[src/rtl/ctrl_sequencer_pkg.sv]
// Shared types and constants for the command sequencer and its FIFO.
package ctrl_sequencer_pkg;

    localparam int OP_W          = 7;
    localparam int LEN_W         = 3;
    localparam int STALL_W       = 8;
    localparam int STALL_MAX_DEF = 15;

    typedef enum logic [1:0] {
        ST_IDLE  = 2'd0,
        ST_ISSUE = 2'd1,
        ST_DONE  = 2'd2,
        ST_ERR   = 2'd3
    } state_e;

endpackage

[src/rtl/ctrl_cmd_fifo.sv]
// Synchronous command FIFO; the head entry is read straight from flop storage.
module ctrl_cmd_fifo #(
    parameter int DEPTH = 4,
    parameter int WIDTH = 10,
    localparam int AW   = $clog2(DEPTH),
    localparam int LW   = AW + 1
) (
    input  logic             clk,
    input  logic             rst_n,
    input  logic             flush,
    input  logic             push,
    input  logic             pop,
    input  logic [WIDTH-1:0] wdata,
    output logic [WIDTH-1:0] rdata,
    output logic             full,
    output logic             empty,
    output logic [LW-1:0]    level
);

    logic [WIDTH-1:0] mem_q [DEPTH];
    logic [WIDTH-1:0] mem_d [DEPTH];
    logic [AW-1:0]    wr_ptr_q, wr_ptr_d;
    logic [AW-1:0]    rd_ptr_q, rd_ptr_d;
    logic [LW-1:0]    level_q, level_d;
    logic             push_ok, pop_ok;

    assign full    = (level_q == LW'(DEPTH));
    assign empty   = (level_q == '0);
    assign rdata   = mem_q[rd_ptr_q];
    assign level   = level_q;
    assign push_ok = push && !full && !flush;
    assign pop_ok  = pop && !empty && !flush;

    always_comb begin
        mem_d    = mem_q;
        wr_ptr_d = wr_ptr_q;
        rd_ptr_d = rd_ptr_q;
        level_d  = level_q;
        if (flush) begin
            wr_ptr_d = '0;
            rd_ptr_d = '0;
            level_d  = '0;
        end else begin
            if (push_ok) begin
                mem_d[wr_ptr_q] = wdata;
                wr_ptr_d        = wr_ptr_q + AW'(1);
            end
            if (pop_ok) begin
                rd_ptr_d = rd_ptr_q + AW'(1);
            end
            case ({push_ok, pop_ok})
                2'b10:   level_d = level_q + LW'(1);
                2'b01:   level_d = level_q - LW'(1);
                default: level_d = level_q;
            endcase
        end
    end

    always_ff @(posedge clk or negedge rst_n) begin
        if (!rst_n) begin
            for (int i = 0; i < DEPTH; i++) begin
                mem_q[i] <= '0;
            end
            wr_ptr_q <= '0;
            rd_ptr_q <= '0;
            level_q  <= '0;
        end else begin
            mem_q    <= mem_d;
            wr_ptr_q <= wr_ptr_d;
            rd_ptr_q <= rd_ptr_d;
            level_q  <= level_d;
        end
    end

endmodule

[src/rtl/ctrl_sequencer.sv]
// Command sequencer: queues control words and issues each for req_len+1 datapath beats.
//   state    | meaning
//   ST_IDLE  | waiting for a queued command
//   ST_ISSUE | driving dec_word, counting beats and stalls
//   ST_DONE  | one-cycle completion pulse, may pop the next command
//   ST_ERR   | one-cycle stall-timeout pulse, queue is discarded
module ctrl_sequencer
    import ctrl_sequencer_pkg::*;
#(
    parameter int DEPTH     = 4,
    parameter int STALL_MAX = STALL_MAX_DEF
) (
    input  logic                  clk,
    input  logic                  rst_n,
    input  logic                  req_valid,
    output logic                  req_ready,
    input  logic [OP_W-1:0]       req_op,
    input  logic [LEN_W-1:0]      req_len,
    input  logic                  flush,
    input  logic                  dp_stall,
    output logic [OP_W-1:0]       dec_word,
    output logic                  dec_valid,
    output logic                  done_valid,
    output logic [OP_W-1:0]       done_op,
    output logic                  err_timeout,
    output logic [$clog2(DEPTH):0] q_level
);

    localparam logic [STALL_W:0] STALL_LIM = STALL_MAX[STALL_W:0];

    state_e              state_q, state_d;
    logic [LEN_W-1:0]    cnt_q, cnt_d;
    logic [STALL_W-1:0]  stall_q, stall_d;
    logic [OP_W-1:0]     word_q, word_d;
    logic [OP_W-1:0]     done_op_q, done_op_d;
    logic                dec_valid_q, dec_valid_d;
    logic                done_valid_q, done_valid_d;
    logic                err_q, err_d;
    logic                ready_en_q;

    logic                fifo_push, fifo_pop, fifo_flush, fifo_full, fifo_empty;
    logic [OP_W+LEN_W-1:0] fifo_head;
    logic [STALL_W:0]    stall_inc;

    assign req_ready  = ready_en_q && !fifo_full && !flush && (state_q != ST_ERR);
    assign fifo_push  = req_valid && req_ready;
    assign fifo_pop   = ((state_q == ST_IDLE) || (state_q == ST_DONE)) && !fifo_empty && !flush;
    assign fifo_flush = flush || (state_q == ST_ERR);
    assign stall_inc  = {1'b0, stall_q} + 1'b1;

    ctrl_cmd_fifo #(
        .DEPTH (DEPTH),
        .WIDTH (OP_W + LEN_W)
    ) u_fifo (
        .clk   (clk),
        .rst_n (rst_n),
        .flush (fifo_flush),
        .push  (fifo_push),
        .pop   (fifo_pop),
        .wdata ({req_len, req_op}),
        .rdata (fifo_head),
        .full  (fifo_full),
        .empty (fifo_empty),
        .level (q_level)
    );

    always_comb begin
        state_d      = state_q;
        cnt_d        = cnt_q;
        stall_d      = stall_q;
        word_d       = word_q;
        done_op_d    = done_op_q;
        dec_valid_d  = 1'b0;
        done_valid_d = 1'b0;
        err_d        = 1'b0;
        case (state_q)
            ST_IDLE, ST_DONE: begin
                state_d = ST_IDLE;
                if (fifo_pop) begin
                    state_d     = ST_ISSUE;
                    cnt_d       = fifo_head[OP_W +: LEN_W];
                    word_d      = fifo_head[OP_W-1:0];
                    stall_d     = '0;
                    dec_valid_d = 1'b1;
                end
            end
            ST_ISSUE: begin
                if (dp_stall) begin
                    stall_d = stall_inc[STALL_W-1:0];
                    if (stall_inc >= STALL_LIM) begin
                        state_d   = ST_ERR;
                        err_d     = 1'b1;
                        done_op_d = word_q;
                    end else begin
                        dec_valid_d = 1'b1;
                    end
                end else begin
                    stall_d = '0;
                    if (cnt_q == '0) begin
                        state_d      = ST_DONE;
                        done_valid_d = 1'b1;
                        done_op_d    = word_q;
                    end else begin
                        cnt_d       = cnt_q - 1'b1;
                        dec_valid_d = 1'b1;
                    end
                end
            end
            default: begin
                state_d = ST_IDLE;
                stall_d = '0;
            end
        endcase
        // Flush wins over everything; a pulse already on the outputs is left to finish.
        if (flush) begin
            state_d      = ST_IDLE;
            stall_d      = '0;
            done_op_d    = done_op_q;
            dec_valid_d  = 1'b0;
            done_valid_d = 1'b0;
            err_d        = 1'b0;
        end
    end

    always_ff @(posedge clk or negedge rst_n) begin
        if (!rst_n) begin
            state_q      <= ST_IDLE;
            cnt_q        <= '0;
            stall_q      <= '0;
            word_q       <= '0;
            done_op_q    <= '0;
            dec_valid_q  <= 1'b0;
            done_valid_q <= 1'b0;
            err_q        <= 1'b0;
            ready_en_q   <= 1'b0;
        end else begin
            state_q      <= state_d;
            cnt_q        <= cnt_d;
            stall_q      <= stall_d;
            word_q       <= word_d;
            done_op_q    <= done_op_d;
            dec_valid_q  <= dec_valid_d;
            done_valid_q <= done_valid_d;
            err_q        <= err_d;
            ready_en_q   <= 1'b1;
        end
    end

    assign dec_word    = word_q;
    assign dec_valid   = dec_valid_q;
    assign done_valid  = done_valid_q;
    assign done_op     = done_op_q;
    assign err_timeout = err_q;

endmodule

[config.mk]
export PLATFORM = sky130hd
export DESIGN_NAME = ctrl_sequencer
export DESIGN_NICKNAME = d
export VERILOG_FILES = /design/src/rtl/ctrl_sequencer_pkg.sv /design/src/rtl/ctrl_cmd_fifo.sv /design/src/rtl/ctrl_sequencer.sv
export SDC_FILE = /design/constraint.sdc
export NUM_CORES = 1
export LEC_CHECK = 0
export ABC_AREA = 1
export BUFFER_PORTS_ARGS = -buffer_cell sky130_fd_sc_hd__buf_2
export CAP_MARGIN = 20
export CORE_AREA = 8 8 114 116
export DETAILED_ROUTE_END_ITERATION = 16
export DIE_AREA = 0 0 122 124
export PLACE_DENSITY = 0.6
export RECOVER_POWER = 100
export SLEW_MARGIN = 20
export SYNTH_ARGS = -nofsm -noshare
export SYNTH_HDL_FRONTEND = slang
export SYNTH_SLANG_ARGS = --single-unit
[constraint.sdc]
create_clock -name clk -period 2.6 [get_ports clk]
set_input_delay 0.78 -clock clk [delete_from_list [all_inputs] [get_ports clk]]
set_output_delay 0.78 -clock clk [all_outputs]
set_load 0.01 [all_outputs]
==> impl_metrics.toml, run 1 <==
[clock_network]
hold_buffers = 0
clk_latency_ns = 0.33
path_clk_slew_ns = 0.06
h-tree-depth = 3
cts_resized = 0
cts_tree = "yes"
cts_buffer_depth = 2
post_cts_buffers = 0
clock-sinks = 78
cts_made_buffers = 9
cts_root_buf = "clkbuf_16"

[placed_design]
dp_hpwl_mm = 6.42
io_buffers = 35
gp_congestion = 0.798

[worst_setup_path]
cp_num_buf_inv = 4
crit_cells = 7
critPathKind = "in2out"
crit_fanout = 5
endpoint_kind = "output pin"
reg2regPathDepth = 9
crit_required_ns = 1.82
worstSetupStartpointType = "input port"
crit_arrival_ns = 1.59
worstPathCellList = "buf_2 -> inv_2 -> nand2_2 -> inv_1 -> nand2_1 -> a21oi_4 -> clkbuf_1"
max_stage_delay_ns = 0.19
critical_path.top_delay_family = "buffers and inverters"
crit_slowest_cell = "clkbuf_1"

[routing]
dr.pass1.iters = 4
viasPerCell = 4.80
wl_per_cell_um = 14.1
vias = 3078
antenna_left = 0
wirelength_mm = 9.06
drc = 0
drtIter0Drc = 205

[pwr]
p_comb_share_pct = 30.8
p_clk_share_pct = 27.1
p_total_mw = 4.25
ir_drop_uv = 308
cellLeakagePower_nw = 2.13
p_seq_share_pct = 42.0
powerDensity_nw_per_um2 = 985
swShare_pct = 36.2
p_int_mw = 2.71
switchingPower_mw = 1.54

[finish]
diodes = 0
synthToLayoutAreaGrowth_pct = 13.9
drive_gt1_share_pct = 9.24
layout.nets = 518

[timing]
fin_crit_sh_pct = 91.3
maxSlewViolCount = 0
setup-tns-final_ns = 0
tightest_slew_ns = 1.04
rsz0062_at_grt = "no"
slew_headroom_pct = 30.8
max_clock_freq_mhz = 421
period_minus_slack_ns = 2.37
hold_violations = 0
finClkSkew_ns = 0.00774
finalSetupViolCount = 0

[die]
dieWidth_um = 122
rows = 39
boundaryPins = 36
core_um2 = 11200
start_util_pct = 33.9
die-area_um2 = 15100
die-height_um = 124

[global_route]
grt_overflow_total = 0
grt_pass1_vias = 3075
grt_usage_pct = 12.7
grt_max_degree = 41
grt_antenna_before_repair = 0
grt_pass1_wl_mm = 15.1

[logic_synthesis]
synthTopCellsByCount = "146 x nand2_1, 78 x dfrtp_1, 68 x o21ai_0"
synth_enable_flop_cells = 0
yosysWarningCount = 0
ys_async_sr_fraction_pct = 100
synth_top_area_share_pct = 51.5
yosysSeqAreaShare_pct = 51.5
synthesis.nets = 481
ys.flop_type = "dfrtp_1"
synth_cell_types = 34
synth_area_leaders = "dfrtp_1 52%, nand2_1 14%, o21ai_0 9.0%"
postSynthCellCount = 457
yosysMostFrequentCell = "nand2_1"
synth_top_area_cell = "dfrtp_1"
synth.avg_cell_area_um2 = 8.29
synth-seq-cells = 78
netlist_area_um2 = 3790

[flow_run]
cap_violations = 0

[outcome]
status = "finished, final reports clean"

[hold_path]
hold_depth = 1
hp-class = "reg2reg"
-- layout by cell type, fill, tap and decap left out, types with 2 or more instances in the layout --
cell type and instances:
a21oi_1 19, buf_2 13, buf_4 5, clkbuf_1 22
clkbuf_16 9, clkbuf_8 2, clkinvlp_4 2, dfrtp_1 78
ha_1 8, inv_1 47, inv_2 2, nand2_1 150
nand2_4 2, nand3_1 20, nor2_1 19, nor2_2 5
o21ai_0 68, o22ai_1 5, o31ai_1 6
-- cell families (layout without fill, tap and decap cells) --
group | Yosys count | count (layout) | synth area share, %
flip-flops | 78 | 78 | 51.5
buffers and inverters | 64 | 105 | 7.10
AO/OA/AOI/OAI | 105 | 105 | 15.2
AND/OR/NAND/NOR | 198 | 198 | 22.5
other | 1 | 1 | 0.0989
adder cells (fa/ha/maj) | 9 | 9 | 3.17
XOR/XNOR | 2 | 2 | 0.462
-- power by group through the flow --
stage,clock [mW],sequential [mW],combinational (mW)
floorplan,0,1.80,0.887
global placement,0,1.79,1.35
detailed placement,0,1.81,1.37
CTS,1.18,1.79,1.38
global route,1.23,1.83,1.51
finish,1.15,1.79,1.31
-- layer usage --
layer,wire length [um],GRT usage (%),vias up,share of wire [%]
met5,0,0,-,0
met4,127,4.86,0,1.4
met3,378,2.90,10,4.2
met2,4270,21.2,58,47
met1,4290,15.6,1464,47
li1,-,-,1546,-
-- through the flow --
stage	setup slack, ns	cells	area (um2)	utilization (%)	hold slack (ns)
finish	0.226	641	4320	38.6	0.494
global route	0.139	641	4320	38.6	0.501
CTS	0.286	641	4400	39.3	0.445
detailed placement	0.128	626	4120	36.9	0.483
global placement	0.183	626	4120	36.9	0.475
floorplan	0.230	457	3790	-	0.457
-- final timing paths --
| path | startpoint | end | slack, ns |
|---|---|---|---|
| worst max-delay path | flush | req_ready | 0.23 |
| worst min-delay path | cnt_q[2]$_DFFE_PN0P_ | cnt_q[2]$_DFFE_PN0P_ | 0.49 |
| worst max register to register | state_q[1]$_DFFE_PN0P_ | done_op[3]$_DFFE_PN0P_ | 0.41 |
| worst min register to register | cnt_q[2]$_DFFE_PN0P_ | cnt_q[2]$_DFFE_PN0P_ | 0.49 |
| max in group asynchronous | rst_n | done_op[3]$_DFFE_PN0P_ | 1.22 |
| min in group asynchronous | rst_n | stall_q[2]$_DFFE_PN0P_ | 0.63 |
-- worst register-to-register path: stages, from the launching register on --
cell and delay, ns:
dfrtp_1 0.40, nor2_1 0.31, inv_1 0.22, nor2_1 0.13, inv_1 0.06, nor2_1 0.34, nand2_1 0.34, nand2_4 0.20
nand2_1 0.07, nand2_1 0.05
-- registers in the layout, summed over array words and instances (netlist names) --
| name | count |
|---|---|
| dec_word | 7 |
| u_fifo.mem_q | 40 |
| done_valid | 1 |
| err_timeout | 1 |
| u_fifo.level | 3 |
| u_fifo.wr_ptr_q | 2 |
| dec_valid | 1 |
| done_op | 7 |
| state_q | 2 |
| u_fifo.rd_ptr_q | 2 |
| cnt_q | 3 |
| stall_q | 8 |
| ready_en_q | 1 |
-- area by class of cell --
class | count | area, um2
clock buffer | 12 | 256
clock inverter | 3 | 20.0
fill | 1170 | 6860
inverter | 49 | 184
multi-input combinational | 315 | 1520
sequential | 78 | 1950
tap | 143 | 179
timing repair buffer | 41 | 206
Note: power is estimated with default switching activity, not from simulation.
==> inputs of run 2 (changes only) <==
--- a/config.mk
+++ b/config.mk
@@ -6,12 +6,12 @@
 export NUM_CORES = 1
 export LEC_CHECK = 0
 export ABC_AREA = 1
-export BUFFER_PORTS_ARGS = -buffer_cell sky130_fd_sc_hd__buf_2
 export CAP_MARGIN = 20
 export CORE_AREA = 8 8 114 116
 export DETAILED_ROUTE_END_ITERATION = 16
 export DIE_AREA = 0 0 122 124
-export PLACE_DENSITY = 0.6
+export DONT_BUFFER_PORTS = 1
+export PLACE_DENSITY = 0.57
 export RECOVER_POWER = 100
 export SLEW_MARGIN = 20
 export SYNTH_ARGS = -nofsm -noshare
==> constraint.sdc (replaced) <==
create_clock -name clk -period 3.1 [get_ports clk]
set_input_delay 0.93 -clock clk [delete_from_list [all_inputs] [get_ports clk]]
set_output_delay 0.93 -clock clk [all_outputs]
set_load 0.01 [all_outputs]
==> impl_metrics.toml, run 2 (synthesis results as in run 1) <==
[outcome]
status = "finished, final reports clean"

[global_route]
grt_pass1_vias = 2951
grt_pass1_wl_mm = 15.1
grt_usage_pct = 12.7
grt_overflow_total = 0
grt_antenna_before_repair = 0
grt_max_degree = 79

[die]
boundaryPins = 36
die-height_um = 124
core_um2 = 11200
dieWidth_um = 122
rows = 39
start_util_pct = 33.9
die-area_um2 = 15100

[timing]
rsz0062_at_grt = "no"
finalSetupViolCount = 0
tightest_slew_ns = 0.887
fin_crit_sh_pct = 80.4
finClkSkew_ns = 0.00614
worst_slack_ns = 0.607
max_clock_freq_mhz = 401
period_minus_slack_ns = 2.49
setup-tns-final_ns = 0
hold_violations = 0
maxSlewViolCount = 0
slew_headroom_pct = 40.8

[finish]
drive_gt1_share_pct = 5.64
largest_reg_flops = 40
final_cell_mix = "151 x nand2_1, 78 x dfrtp_1, 68 x o21ai_0"
instances_no_fill = 604
mostFrequentLayoutCell = "nand2_1"
top_regs = "u_fifo.mem_q x40, stall_q x8"
synthToLayoutAreaGrowth_pct = 9.81
diodes = 0
regMostFlops = "u_fifo.mem_q"
finish.utilization_pct = 37.2
layout.nets = 480

[clock_network]
clock-sinks = 78
cts_resized = 0
cts_tree = "yes"
post_cts_buffers = 0
clk_latency_ns = 0.33
h-tree-depth = 3
cts_made_buffers = 9
cts_buffer_depth = 2
path_clk_slew_ns = 0.06
hold_buffers = 0
cts_root_buf = "clkbuf_16"

[placed_design]
place_ws_ns = 0.577
placed_cells = 588
dp_hpwl_mm = 6.01
io_buffers = 0
gp_congestion = 0.794

[routing]
wl_per_cell_um = 14.6
wirelength_mm = 8.79
antenna_left = 0
drtIter0Drc = 205
vias = 2953
dr.pass1.iters = 4
viasPerCell = 4.89
drc = 0

[pwr]
powerDensity_nw_per_um2 = 848
ir_drop_uv = 312
cellLeakagePower_nw = 2.05

[worst_setup_path]
worstPathCellList = "inv_1 -> nand2_2 -> inv_1 -> nand2_1 -> a21oi_4 -> nand2_1 -> clkbuf_2 -> nor2_2 -> o21ai_0"
critical_path.top_delay_family = "simple AND/OR/NAND/NOR gates"
cp_num_buf_inv = 3
crit_slowest_cell = "nor2_2"
max_stage_delay_ns = 0.52
endpoint_kind = "flop"
crit_fanout = 34
critPathKind = "in2reg"
crit_required_ns = 3.30
worstSetupStartpointType = "input port"
crit_arrival_ns = 2.69

[flow_run]
cap_violations = 0

[hold_path]
hp-class = "in2async"
==> run 2: cell types whose count changed in the layout (fill, tap and decap cells not counted), sizes merged <==
| cell | previous run | this run |
|---|---|---|
| clkinv | 1 | 2 |
| buf | 19 | 0 |
| inv | 49 | 50 |
| bufinv | 0 | 1 |
| clkbuf | 34 | 13 |
==> run 2: cell type report <==
cell class | count | area [um2]
flip-flops and latches | 78 | 1950
clock inverters | 6 | 71.3
well taps | 143 | 179
repair buffers | 3 | 12.5
multi-input cells | 315 | 1530
fillers | 1151 | 7010
inverters | 49 | 184
clock buffers | 10 | 229
==> run 2: worst register-to-register path, stage by stage, from the launching register on <==
cell      delay [ns]
dfrtp_1         0.47
nor2_1          0.32
nand2_1         0.08
nand2_1         0.08
clkbuf_1        0.67
nand2_1         0.29
a32o_1          0.31
==> run 2: layer usage <==
metal | up-vias | share of wire [%] | GRT usage [%]
met5 | - | 0 | 0
met4 | 0 | 1.6 | 6.32
met3 | 9 | 6.0 | 2.90
met2 | 65 | 46 | 20.3
met1 | 1410 | 47 | 15.8
li1 | 1469 | - | -
==> run 2: stage by stage <==
stage,total power [mW],area [um2],hold WS (ns)
3_3_place_gp,2.49,3910,0.475
3_5_place_dp,2.52,3910,0.482
6_report,3.53,4160,0.287
2_1_floorplan,2.26,3790,0.457
5_1_grt,3.81,4160,0.274
4_1_cts,3.59,4210,0.277
==> run 2: worst paths after layout <==
check,startpoint,end,slack (ns),cells past startpoint
max in group asynchronous,rst_n,u_fifo.mem_q[4]$_DFFE_PN0P_,2.68,0
min in group clk,u_fifo.mem_q[17]$_DFFE_PN0P_,u_fifo.mem_q[17]$_DFFE_PN0P_,0.49,2
max reg2reg,u_fifo.level[0]$_DFFE_PN0P_,cnt_q[2]$_DFFE_PN0P_,0.76,6
min,rst_n,stall_q[4]$_DFFE_PN0P_,0.29,0
max,flush,u_fifo.mem_q[37]$_DFFE_PN0P_,0.61,9
min reg2reg,u_fifo.mem_q[17]$_DFFE_PN0P_,u_fifo.mem_q[17]$_DFFE_PN0P_,0.49,2
==> run 2: power by group <==
group / leakage, nW / total (mW) / internal, mW / switching, mW
clock: 0.139 / 1.06 / 0.629 / 0.434
sequential: 1.02 / 1.55 / 1.32 / 0.234
combinational: 0.890 / 0.911 / 0.305 / 0.606
